[src/rtl/mult_pkg.sv]
// Shared definitions for the multicycle radix-2 Booth multiplier.
package mult_pkg;

    typedef enum logic [1:0] {
        IDLE = 2'd0,
        RUN  = 2'd1,
        DONE = 2'd2
    } mult_state_e;

    localparam int MULT_ITERS = 32;
    localparam int CNT_W      = 5;
    localparam logic [CNT_W-1:0] CNT_LAST = 5'd31;

    // The 64-bit product fits in 32 signed bits only if the upper half is pure sign.
    function automatic logic product_overflow(input logic [31:0] upper, input logic sign);
        return (upper != {32{sign}});
    endfunction

endpackage

[src/rtl/booth_addsub_33.sv]
// 33-bit accumulator add/subtract of a sign-extended 32-bit operand.
module booth_addsub_33 (
    input  logic [32:0] a,
    input  logic [31:0] m,
    input  logic        sub,
    output logic [32:0] sum
);

    logic [31:0] b_s;
    logic        b_hi_s;
    logic [31:0] lo_s;
    logic        c32_s;

    // Subtraction as a + ~m + 1; bit 32 sees the inverted sign extension.
    assign b_s    = m ^ {32{sub}};
    assign b_hi_s = m[31] ^ sub;

    cla_adder_32 u_cla (
        .a    (a[31:0]),
        .b    (b_s),
        .cin  (sub),
        .sum  (lo_s),
        .cout (c32_s)
    );

    assign sum = {a[32] ^ b_hi_s ^ c32_s, lo_s};

endmodule

[src/rtl/cla_adder_32.sv]
// 32-bit carry-lookahead adder: eight 4-bit lookahead groups chained on group carry.
module cla_adder_32 (
    input  logic [31:0] a,
    input  logic [31:0] b,
    input  logic        cin,
    output logic [31:0] sum,
    output logic        cout
);

    logic [31:0] gen_s;
    logic [31:0] prop_s;
    logic [32:0] carry_s;

    assign gen_s  = a & b;
    assign prop_s = a ^ b;

    // Per-group lookahead carries, group carry rippled to the next group.
    always_comb begin
        logic cg;
        int   base;
        carry_s = 33'd0;
        cg      = cin;
        carry_s[0] = cin;
        for (int k = 0; k < 8; k++) begin
            base = 4 * k;
            carry_s[base+1] = gen_s[base] | (prop_s[base] & cg);
            carry_s[base+2] = gen_s[base+1] | (prop_s[base+1] & gen_s[base])
                            | (prop_s[base+1] & prop_s[base] & cg);
            carry_s[base+3] = gen_s[base+2] | (prop_s[base+2] & gen_s[base+1])
                            | (prop_s[base+2] & prop_s[base+1] & gen_s[base])
                            | (prop_s[base+2] & prop_s[base+1] & prop_s[base] & cg);
            carry_s[base+4] = gen_s[base+3] | (prop_s[base+3] & gen_s[base+2])
                            | (prop_s[base+3] & prop_s[base+2] & gen_s[base+1])
                            | (prop_s[base+3] & prop_s[base+2] & prop_s[base+1] & gen_s[base])
                            | (prop_s[base+3] & prop_s[base+2] & prop_s[base+1] & prop_s[base] & cg);
            cg = carry_s[base+4];
        end
    end

    assign sum  = prop_s ^ carry_s[31:0];
    assign cout = carry_s[32];

endmodule

[src/rtl/mult_booth_32_bit.sv]
// Multicycle signed 32x32 radix-2 Booth multiplier, low-word result plus overflow.
// Optional feature: define MULT_OVERFLOW_EN to compute overflow (otherwise tied to 0).
module mult_booth_32_bit
    import mult_pkg::*;
#(
    parameter int WIDTH = 32
) (
    input  logic             clock,
    input  logic             reset_n,
    input  logic             start,
    input  logic [WIDTH-1:0] multiplicand,
    input  logic [WIDTH-1:0] multiplier,
    output logic [WIDTH-1:0] result,
    output logic             overflow,
    output logic             busy,
    output logic             ready
);

    mult_state_e state_r;
    mult_state_e state_nxt_s;
    logic [CNT_W-1:0] count_r;
    logic [31:0]      m_r;
    logic [32:0]      a_r;
    logic [31:0]      q_r;
    logic             qm1_r;
    logic [31:0]      result_r;
    logic             overflow_r;
    logic             busy_r;
    logic             ready_r;

    logic             accept_s;
    logic             step_s;
    logic             finish_s;
    logic             add_en_s;
    logic             sub_s;
    logic [32:0]      sum_s;
    logic [32:0]      acc_s;
    logic [32:0]      a_sh_s;
    logic [31:0]      q_sh_s;

    // Booth recoding of the current multiplier bit pair.
    always_comb begin
        add_en_s = 1'b0;
        sub_s    = 1'b0;
        case ({q_r[0], qm1_r})
            2'b01: begin
                add_en_s = 1'b1;
                sub_s    = 1'b0;
            end
            2'b10: begin
                add_en_s = 1'b1;
                sub_s    = 1'b1;
            end
            default: begin
                add_en_s = 1'b0;
                sub_s    = 1'b0;
            end
        endcase
    end

    booth_addsub_33 u_addsub (
        .a   (a_r),
        .m   (m_r),
        .sub (sub_s),
        .sum (sum_s)
    );

    // Select the updated accumulator, then arithmetic-shift {A, Q, q_m1}.
    always_comb begin
        acc_s = a_r;
        if (add_en_s) begin
            acc_s = sum_s;
        end else begin
            acc_s = a_r;
        end
        a_sh_s = {acc_s[32], acc_s[32:1]};
        q_sh_s = {acc_s[0], q_r[31:1]};
    end

    // Next-state and step controls.
    always_comb begin
        state_nxt_s = state_r;
        accept_s    = 1'b0;
        step_s      = 1'b0;
        finish_s    = 1'b0;
        case (state_r)
            IDLE: begin
                if (start) begin
                    accept_s    = 1'b1;
                    state_nxt_s = RUN;
                end else begin
                    state_nxt_s = IDLE;
                end
            end
            RUN: begin
                step_s = 1'b1;
                if (count_r == CNT_LAST) begin
                    finish_s    = 1'b1;
                    state_nxt_s = DONE;
                end else begin
                    state_nxt_s = RUN;
                end
            end
            DONE:    state_nxt_s = IDLE;
            default: state_nxt_s = IDLE;
        endcase
    end

    // State register.
    always_ff @(posedge clock or negedge reset_n) begin
        if (!reset_n) begin
            state_r <= IDLE;
        end else begin
            state_r <= state_nxt_s;
        end
    end

    // Operand, accumulator and iteration counter.
    always_ff @(posedge clock or negedge reset_n) begin
        if (!reset_n) begin
            m_r     <= 32'd0;
            a_r     <= 33'd0;
            q_r     <= 32'd0;
            qm1_r   <= 1'b0;
            count_r <= 5'd0;
        end else if (accept_s) begin
            m_r     <= multiplicand;
            a_r     <= 33'd0;
            q_r     <= multiplier;
            qm1_r   <= 1'b0;
            count_r <= 5'd0;
        end else if (step_s) begin
            a_r     <= a_sh_s;
            q_r     <= q_sh_s;
            qm1_r   <= q_r[0];
            count_r <= count_r + 5'd1;
        end
    end

    // Registered outputs; result and overflow load on the final step and then hold.
    always_ff @(posedge clock or negedge reset_n) begin
        if (!reset_n) begin
            result_r   <= 32'd0;
            overflow_r <= 1'b0;
            busy_r     <= 1'b0;
            ready_r    <= 1'b0;
        end else begin
            busy_r  <= (state_nxt_s != IDLE);
            ready_r <= finish_s;
            if (finish_s) begin
                result_r <= q_sh_s;
`ifdef MULT_OVERFLOW_EN
                overflow_r <= product_overflow(a_sh_s[31:0], q_sh_s[31]);
`else
                overflow_r <= 1'b0;
`endif
            end
        end
    end

    assign result   = result_r;
    assign overflow = overflow_r;
    assign busy     = busy_r;
    assign ready    = ready_r;

endmodule
[config.mk]
export PLATFORM = sky130hd
export DESIGN_NAME = mult_booth_32_bit
export DESIGN_NICKNAME = d
export VERILOG_FILES = /design/src/rtl/mult_pkg.sv /design/src/rtl/booth_addsub_33.sv /design/src/rtl/cla_adder_32.sv /design/src/rtl/mult_booth_32_bit.sv
export SDC_FILE = /design/constraint.sdc
export NUM_CORES = 1
export LEC_CHECK = 0
export ABC_AREA = 1
export ABC_CLOCK_PERIOD_IN_PS = 4200
export CAP_MARGIN = 25
export CORE_MARGIN = 2
export CORE_UTILIZATION = 55
export CTS_CLUSTER_DIAMETER = 60
export DETAILED_ROUTE_END_ITERATION = 8
export PLACE_DENSITY = 0.84
export REMOVE_ABC_BUFFERS = 1
export SYNTH_ARGS = -nofsm -noshare
export SYNTH_HDL_FRONTEND = slang
export SYNTH_HIERARCHICAL = 1
export SYNTH_SLANG_ARGS = --single-unit
[constraint.sdc]
create_clock -name clock -period 4.2 [get_ports clock]
set_input_delay 0.63 -clock clock [delete_from_list [all_inputs] [get_ports clock]]
set_output_delay 0.63 -clock clock [all_outputs]
set_load 0.02 [all_outputs]
# Word level (Yosys, flattened, before mapping)
# Cells that the tools add are included.
dict set report op_classes {
  magnitude_cmp 0
  addsub 1
  n_eq_ne 4
  bitwise 215
  n_reduce_logical 4
  shift 0
  multipliers 0
  muxes 19
  div_mod_pow 0
}
# cell n
set ops {}
lappend ops {{1-bit AND} 128}
lappend ops {{33-bit 2-to-1 mux} 3}
lappend ops {{32-bit XOR} 3}
lappend ops {{1-bit bitwise OR} 80}
lappend ops {{32-bit 2-to-1 mux} 2}
lappend ops {{32-bit AND} 1}
lappend ops {{1-bit 2-to-1 mux} 10}
lappend ops {{5-bit 2-to-1 mux} 2}
lappend ops {{5-bit by 1-bit adder with 5-bit output, second input constant} 1}
lappend ops {{5-bit equality test, second input constant} 1}
lappend ops {{2-bit by 1-bit equality test with 1-bit output, second input constant} 2}
lappend ops {{2-bit one-hot mux with 2 select lines} 1}
lappend ops {{2-bit nonzero test} 2}
lappend ops {{1-bit XOR} 3}
lappend ops {{2-bit equality test, second input constant} 1}
lappend ops {{2-bit logical NOT} 1}
lappend ops {{2-bit 2-to-1 mux} 1}
lappend ops {{2-bit OR reduction} 1}
dict set report word_totals {
  latchBits 0
  romBits 0
  memories 0
  out_inout_bits 35
  register_bits 139
  wordCells 252
  ramBits 0
  inputBits 67
}

# Logic depth before layout (Yosys ltp)
dict set report depth {
  word_depth 27
  ltp_mapped 35
  ltp_nobuf 33
}

# Hierarchy
# Netlist, hierarchy kept.
# module area_each_um2 seq_area_each_um2 cells_per_inst n_inst
set by_module_without_submodules {}
lappend by_module_without_submodules {mult_booth_32_bit 5759.3 3428.3 644 1}
lappend by_module_without_submodules {cla_adder_32 1358.8 0.0 185 1}
lappend by_module_without_submodules {booth_addsub_33 411.6 0.0 52 1}

# Worst setup path before layout
# No wires, ideal clock.
dict set report synth_timing {
  path_type {reg2reg}
  from {reg q_r[0]}
  to {reg a_r[28]}
  setup_slack_ps 982
  setup_time_ps 130
  arrival_time_ps 3088
  n_path_buf 2
  period_less_slack_ps 3218
  required_ps 4070
  path_stages_with_launch 24
  path_cell_list {dfrtp_1 ha_1 buf_6 buf_12 xor2_1 ha_1 nand3_1 nor2_1 nor2_1 nand2_2 nand2_2 nand2_2 nand2_2 nand2_4 nand2_4 nand2_4 nand2_4 nand2_4 nand2_4 nand2_4 fa_1 xor2_1 o211ai_1 o21ai_0}
}
dict set report synth_between {
  word_cells_on_any_way 91
  classes_between {eq/ne (2); mux (5); bitwise (83); reduce/logical (1)}
}
# element line
set synth_rtl {}
lappend synth_rtl {{from (decl)} mult_booth_32_bit.sv:24} ;# logic [31:0] q_r;
lappend synth_rtl {{from (signal assigned)} mult_booth_32_bit.sv:129} ;# q_r <= multiplier;
lappend synth_rtl {{from (signal assigned)} mult_booth_32_bit.sv:134} ;# q_r <= q_sh_s;
lappend synth_rtl {{2-bit equality test *} mult_booth_32_bit.sv:45} ;# case ({q_r[0], qm1_r})
lappend synth_rtl {{1-bit 2-to-1 mux *} mult_booth_32_bit.sv:45}
lappend synth_rtl {{named net sub_s} mult_booth_32_bit.sv:35} ;# logic sub_s;
lappend synth_rtl {{32-bit XOR *} booth_addsub_33.sv:15} ;# assign b_s = m ^ {32{sub}};
lappend synth_rtl {{named net u_addsub.b_s[6]} booth_addsub_33.sv:9} ;# logic [31:0] b_s;
lappend synth_rtl {{32-bit AND / 32-bit XOR (equally long branches)} {cla_adder_32.sv:14, cla_adder_32.sv:15}}
lappend synth_rtl {{1-bit AND (on tied branches)} -}
lappend synth_rtl {{1-bit bitwise OR (tied with other cells)} cla_adder_32.sv:32} ;# carry_s[base+4] = gen_s[base+3] | (prop_s[base+3] & gen_s[base+2])
lappend synth_rtl {{[... 12 more ...]} -}
lappend synth_rtl {{1-bit bitwise OR *} cla_adder_32.sv:35} ;# | (prop_s[base+3] & prop_s[base+2] & prop_s[base+1] & prop_s[base] & cg);
lappend synth_rtl {{1-bit AND *} cla_adder_32.sv:26} ;# carry_s[base+1] = gen_s[base] | (prop_s[base] & cg);
lappend synth_rtl {{1-bit bitwise OR *} cla_adder_32.sv:26}
lappend synth_rtl {{32-bit XOR *} cla_adder_32.sv:40} ;# assign sum = prop_s ^ carry_s[31:0];
lappend synth_rtl {{named net sum_s[29]} mult_booth_32_bit.sv:36} ;# logic [32:0] sum_s;
lappend synth_rtl {{33-bit 2-to-1 mux *} mult_booth_32_bit.sv:71} ;# if (add_en_s) begin
lappend synth_rtl {{33-bit 2-to-1 mux *} mult_booth_32_bit.sv:132} ;# end else if (step_s) begin
lappend synth_rtl {{33-bit 2-to-1 mux *} mult_booth_32_bit.sv:126} ;# end else if (accept_s) begin
lappend synth_rtl {{to (signal assigned)} mult_booth_32_bit.sv:133} ;# a_r <= a_sh_s;
lappend synth_rtl {{to (decl)} mult_booth_32_bit.sv:23} ;# logic [32:0] a_r;
# The timed path passes the listed nets; every way through them passes the cells marked *. The select of a mux whose other input is x is not followed.
# A chain may end at the register's enable or synchronous reset.

# Worst setup path after layout
dict set report layout_timing {
  from {reg qm1_r}
  to {reg a_r[31]}
}
dict set report layout_between {
  word_cells_on_any_way 102
  classes_between {eq/ne (2); mux (5); bitwise (94); reduce/logical (1)}
}
# element line
set layout_rtl {}
lappend layout_rtl {{from (decl)} mult_booth_32_bit.sv:25} ;# logic qm1_r;
lappend layout_rtl {{from (signal assigned)} mult_booth_32_bit.sv:135} ;# qm1_r <= q_r[0];
lappend layout_rtl {{2-bit equality test *} mult_booth_32_bit.sv:45}
lappend layout_rtl {{1-bit 2-to-1 mux *} mult_booth_32_bit.sv:45}
lappend layout_rtl {{named net sub_s} mult_booth_32_bit.sv:35}
lappend layout_rtl {{32-bit XOR *} booth_addsub_33.sv:15}
lappend layout_rtl {{named net u_addsub.b_s[17]} booth_addsub_33.sv:9}
lappend layout_rtl {{32-bit AND / 32-bit XOR (equally long branches)} {cla_adder_32.sv:14, cla_adder_32.sv:15}}
lappend layout_rtl {{1-bit AND (on tied branches)} {cla_adder_32.sv:33, cla_adder_32.sv:34, cla_adder_32.sv:35}}
lappend layout_rtl {{1-bit bitwise OR (tied with other cells)} cla_adder_32.sv:33} ;# | (prop_s[base+3] & prop_s[base+2] & gen_s[base+1])
lappend layout_rtl {{[... 6 more ...]} -}
lappend layout_rtl {{1-bit AND *} cla_adder_32.sv:35}
lappend layout_rtl {{1-bit bitwise OR *} cla_adder_32.sv:35}
lappend layout_rtl {{named net u_addsub.c32_s} booth_addsub_33.sv:12} ;# logic c32_s;
lappend layout_rtl {{1-bit XOR *} booth_addsub_33.sv:26} ;# assign sum = {a[32] ^ b_hi_s ^ c32_s, lo_s};
lappend layout_rtl {{named net sum_s[32]} mult_booth_32_bit.sv:36}
lappend layout_rtl {{33-bit 2-to-1 mux *} mult_booth_32_bit.sv:71}
lappend layout_rtl {{33-bit 2-to-1 mux *} mult_booth_32_bit.sv:132}
lappend layout_rtl {{33-bit 2-to-1 mux *} mult_booth_32_bit.sv:126}
# Marks and branches as above.

==> flow_summary.yaml <==
detailed_routing:
  antenna_left: 0
  viasPerCell: 5.25
  drc_errors: 0
  wirelength_mm: 16.4
  wl_per_cell_um: 14.3
  dr.pass1.iters: 5
  drt-initial-drc-count: 377
  route.vias.total: 6064
timing:
  holdWs_ps: 286
  setup-tns-final_ps: 0
  worst_pin_slew_ps: 1000
  setup_viol: 0
  fin_crit_sh_pct: 86.4
  fin_skew_ps: 6.29
  hold_viol_final: 0
  rsz0062_at_grt: "no"
  relSlewSlack_pct: 32.8
  fmax_ghz: 0.276
  slew_viol_final: 0
  period_minus_slack_ps: 3630
synthesis:
  yosys_warnings: 6
  synth_cell_types: 31
  syn_inst: 881
  yosysTopAreaCellShare_pct: 45.5
  avgSynthCellArea_um2: 8.55
  synth_top_cell_by_area: "dfrtp_1"
  syn-cell-area_um2: 7530
  ys_seq_area_share_pct: 45.5
  synth_area_leaders: "dfrtp_1, nand2_1, o211ai_1, ha_1, xor2_1"
  synth-seq-cells: 137
critical_path:
  crit_top_cell: "nand2_1"
  critPathLaunch: "qm1_r"
  rr_worst_depth: 25
  r2r_setup_slack_ps: 570
  cp-end-kind: "register"
  cp.arrival_ps: 3930
  worstPathRequired_ps: 4500
  r2r_end: "a_r[31]"
  r2r_start: "qm1_r"
  path_class: "reg -> reg"
  crit_slowest_cell: "ha_2"
  startpoint_type: "register"
  crit_fanout: 20
  slowest_delay_ps: 490
grt:
  gr-max-usage-layer: "met2"
  grt_max_degree: 89
  grtUsageMet3_pct: 9.49
  use_met1_pct: 30.8
  gr-total-overflow: 0
  grt_pass1_vias: 6082
  grt_use_met2_pct: 38.1
  grt_usage_pct: 24.1
  grt_pass1_wl_mm: 28.0
  antenna_found_initial: 0
die:
  core_area_um2: 13300
  start_util_pct: 56.6
  die_h_um: 121
  dieArea_um2: 14600
  io_pins: 102
  die_w_um: 121
  row_count: 42
clock_tree:
  path_clk_slew_ps: 60
  post_cts_buffers: 0
  clock_latency_ps: 420
  cts_sinks: 137
  cts_tree: "done"
  ctsHtreeMaxLevel: 4
  ctsLongestPathBuffers: 2
  cts_buffers: 17
  cts-resized-gates: 0
  cts_root_buf: "clkbuf_16"
  cts_hold_buf: 0
layout:
  n_antenna_cell: 0
  syn2layout_area_growth_pct: 22.8
  seqCellArea_um2: 3430
  final_nets: 1075
  fillers: 993
  multiInputGateArea_um2: 3500
  drive_gt1_share_pct: 6.85
pwr:
  powerDensity_nw_per_um2: 1020
  ir_drop_v: 0.000494
  p_leak_nw: 4.60
placed_design:
  portBuffers: 100
  dp_hpwl_mm: 10.6
  place_congestion: 0.848
run_status:
  outcome: "completed"
flow_run:
  drv_cap: 0
min_path:
  min-delay-path-class: "in -> async"
## final cells by class
| type | count | share of cell area, % |
|---|---|---|
| repair buffers | 110 | 11.9 |
| clock buffers | 19 | 4.79 |
| clock inverters | 13 | 2.04 |
| inverters | 97 | 3.94 |
| well taps | 176 | 2.38 |
| flip-flops and latches | 137 | 37.1 |
| multi-input cells | 602 | 37.8 |
## per-layer routing
layer  part of all wire, %  vias to the layer above
li1                      -                     3008
met1                    44                     2885
met2                    46                      156
met3                   8.1                       15
met4                   1.1                        0
met5                     0                        -
## state kept, by name, indices dropped and copies added (netlist names)
signal,count
a_r,32
m_r,32
q_r,32
result,32
count_r,5
busy,1
qm1_r,1
ready,1
state_r,1
## kinds of logic after synthesis
kind of cell	Yosys count	synth area share, %
AO/OA/AOI/OAI	155	12.5
XOR/XNOR	53	6.16
adder cells (fa/ha/maj)	43	7.94
buffers and inverters	142	8.21
flip-flops	137	45.5
other	1	0.0498
AND/OR/NAND/NOR	350	19.6
## cells in the final DEF (no fill, tap or decap), types with 2 or more instances in the layout
cell / count
nand2_1: 256
dfrtp_1: 137
clkdlybuf4s50_1: 99
inv_1: 96
o21ai_0: 67
o211ai_1: 62
nand3_1: 48
xor2_1: 46
ha_1: 34
a21oi_1: 22
nor2_1: 19
clkbuf_16: 17
nand2_2: 11
buf_4: 8
nand2_4: 8
fa_1: 8
xnor2_1: 7
bufinv_16: 4
inv_6: 4
nor2_2: 2
clkinv_2: 2
clkinvlp_4: 2
buf_12: 2
o21bai_1: 2
## stage by stage
step	power, mW	utilization (%)	cell area [um^2]	setup WS (ps)	instances
floorplan	6.43	-	7280	198	836
global placement	7.53	64.6	8590	725	1121
CTS	9.43	69.4	9230	536	1153
global route	10.3	69.5	9250	152	1154
finish	9.45	69.5	9250	571	1154
detailed placement	7.71	64.6	8590	574	1121
## worst max-delay path, delay by kind of cell, from the launching register on
family	cells	cell delay, ps
compound gates	5	740
simple gates	14	920
buf+inv	3	520
flops	1	350
xor+xnor	1	190
fa+ha+maj	2	780
## how the worst max path moves through the flow
stage	end	slack [ps]	cells past startpoint
after detailed placement	a_r[31]	570	25
after global routing	a_r[31]	150	26
after CTS	a_r[31]	540	25
after global placement	a_r[28]	720	17
after floorplan	a_r[31]	200	33
final	a_r[31]	570	25
## power by group
group          switching [mW]  total, mW  internal [mW]
combinational            3.18       5.45           2.27
sequential              0.425       2.39           1.97
clock                   0.593       1.61           1.02
total                    4.20       9.45           5.25
## synthesized netlist by cell type
| library cell | instances |
|---|---|
| a21oi_1 | 22 |
| a41oi_1 | 1 |
| and2_1 | 1 |
| buf_1 | 5 |
| buf_12 | 3 |
| buf_2 | 20 |
| buf_4 | 1 |
| buf_6 | 1 |
| clkbuf_1 | 15 |
| conb_1 | 1 |
| dfrtp_1 | 137 |
| fa_1 | 8 |
| ha_1 | 35 |
| inv_1 | 96 |
| inv_2 | 1 |
| nand2_1 | 258 |
| nand2_2 | 9 |
| nand2_4 | 8 |
| nand3_1 | 48 |
| nand3_2 | 1 |
| nand3b_1 | 1 |
| nand4_1 | 1 |
| nor2_1 | 20 |
| nor2_2 | 2 |
| nor3_1 | 1 |
| o211ai_1 | 62 |
| o21ai_0 | 67 |
| o21ai_1 | 1 |
| o21bai_1 | 2 |
| xnor2_1 | 7 |
| xor2_1 | 46 |
Power figures use the tool's default switching activity.
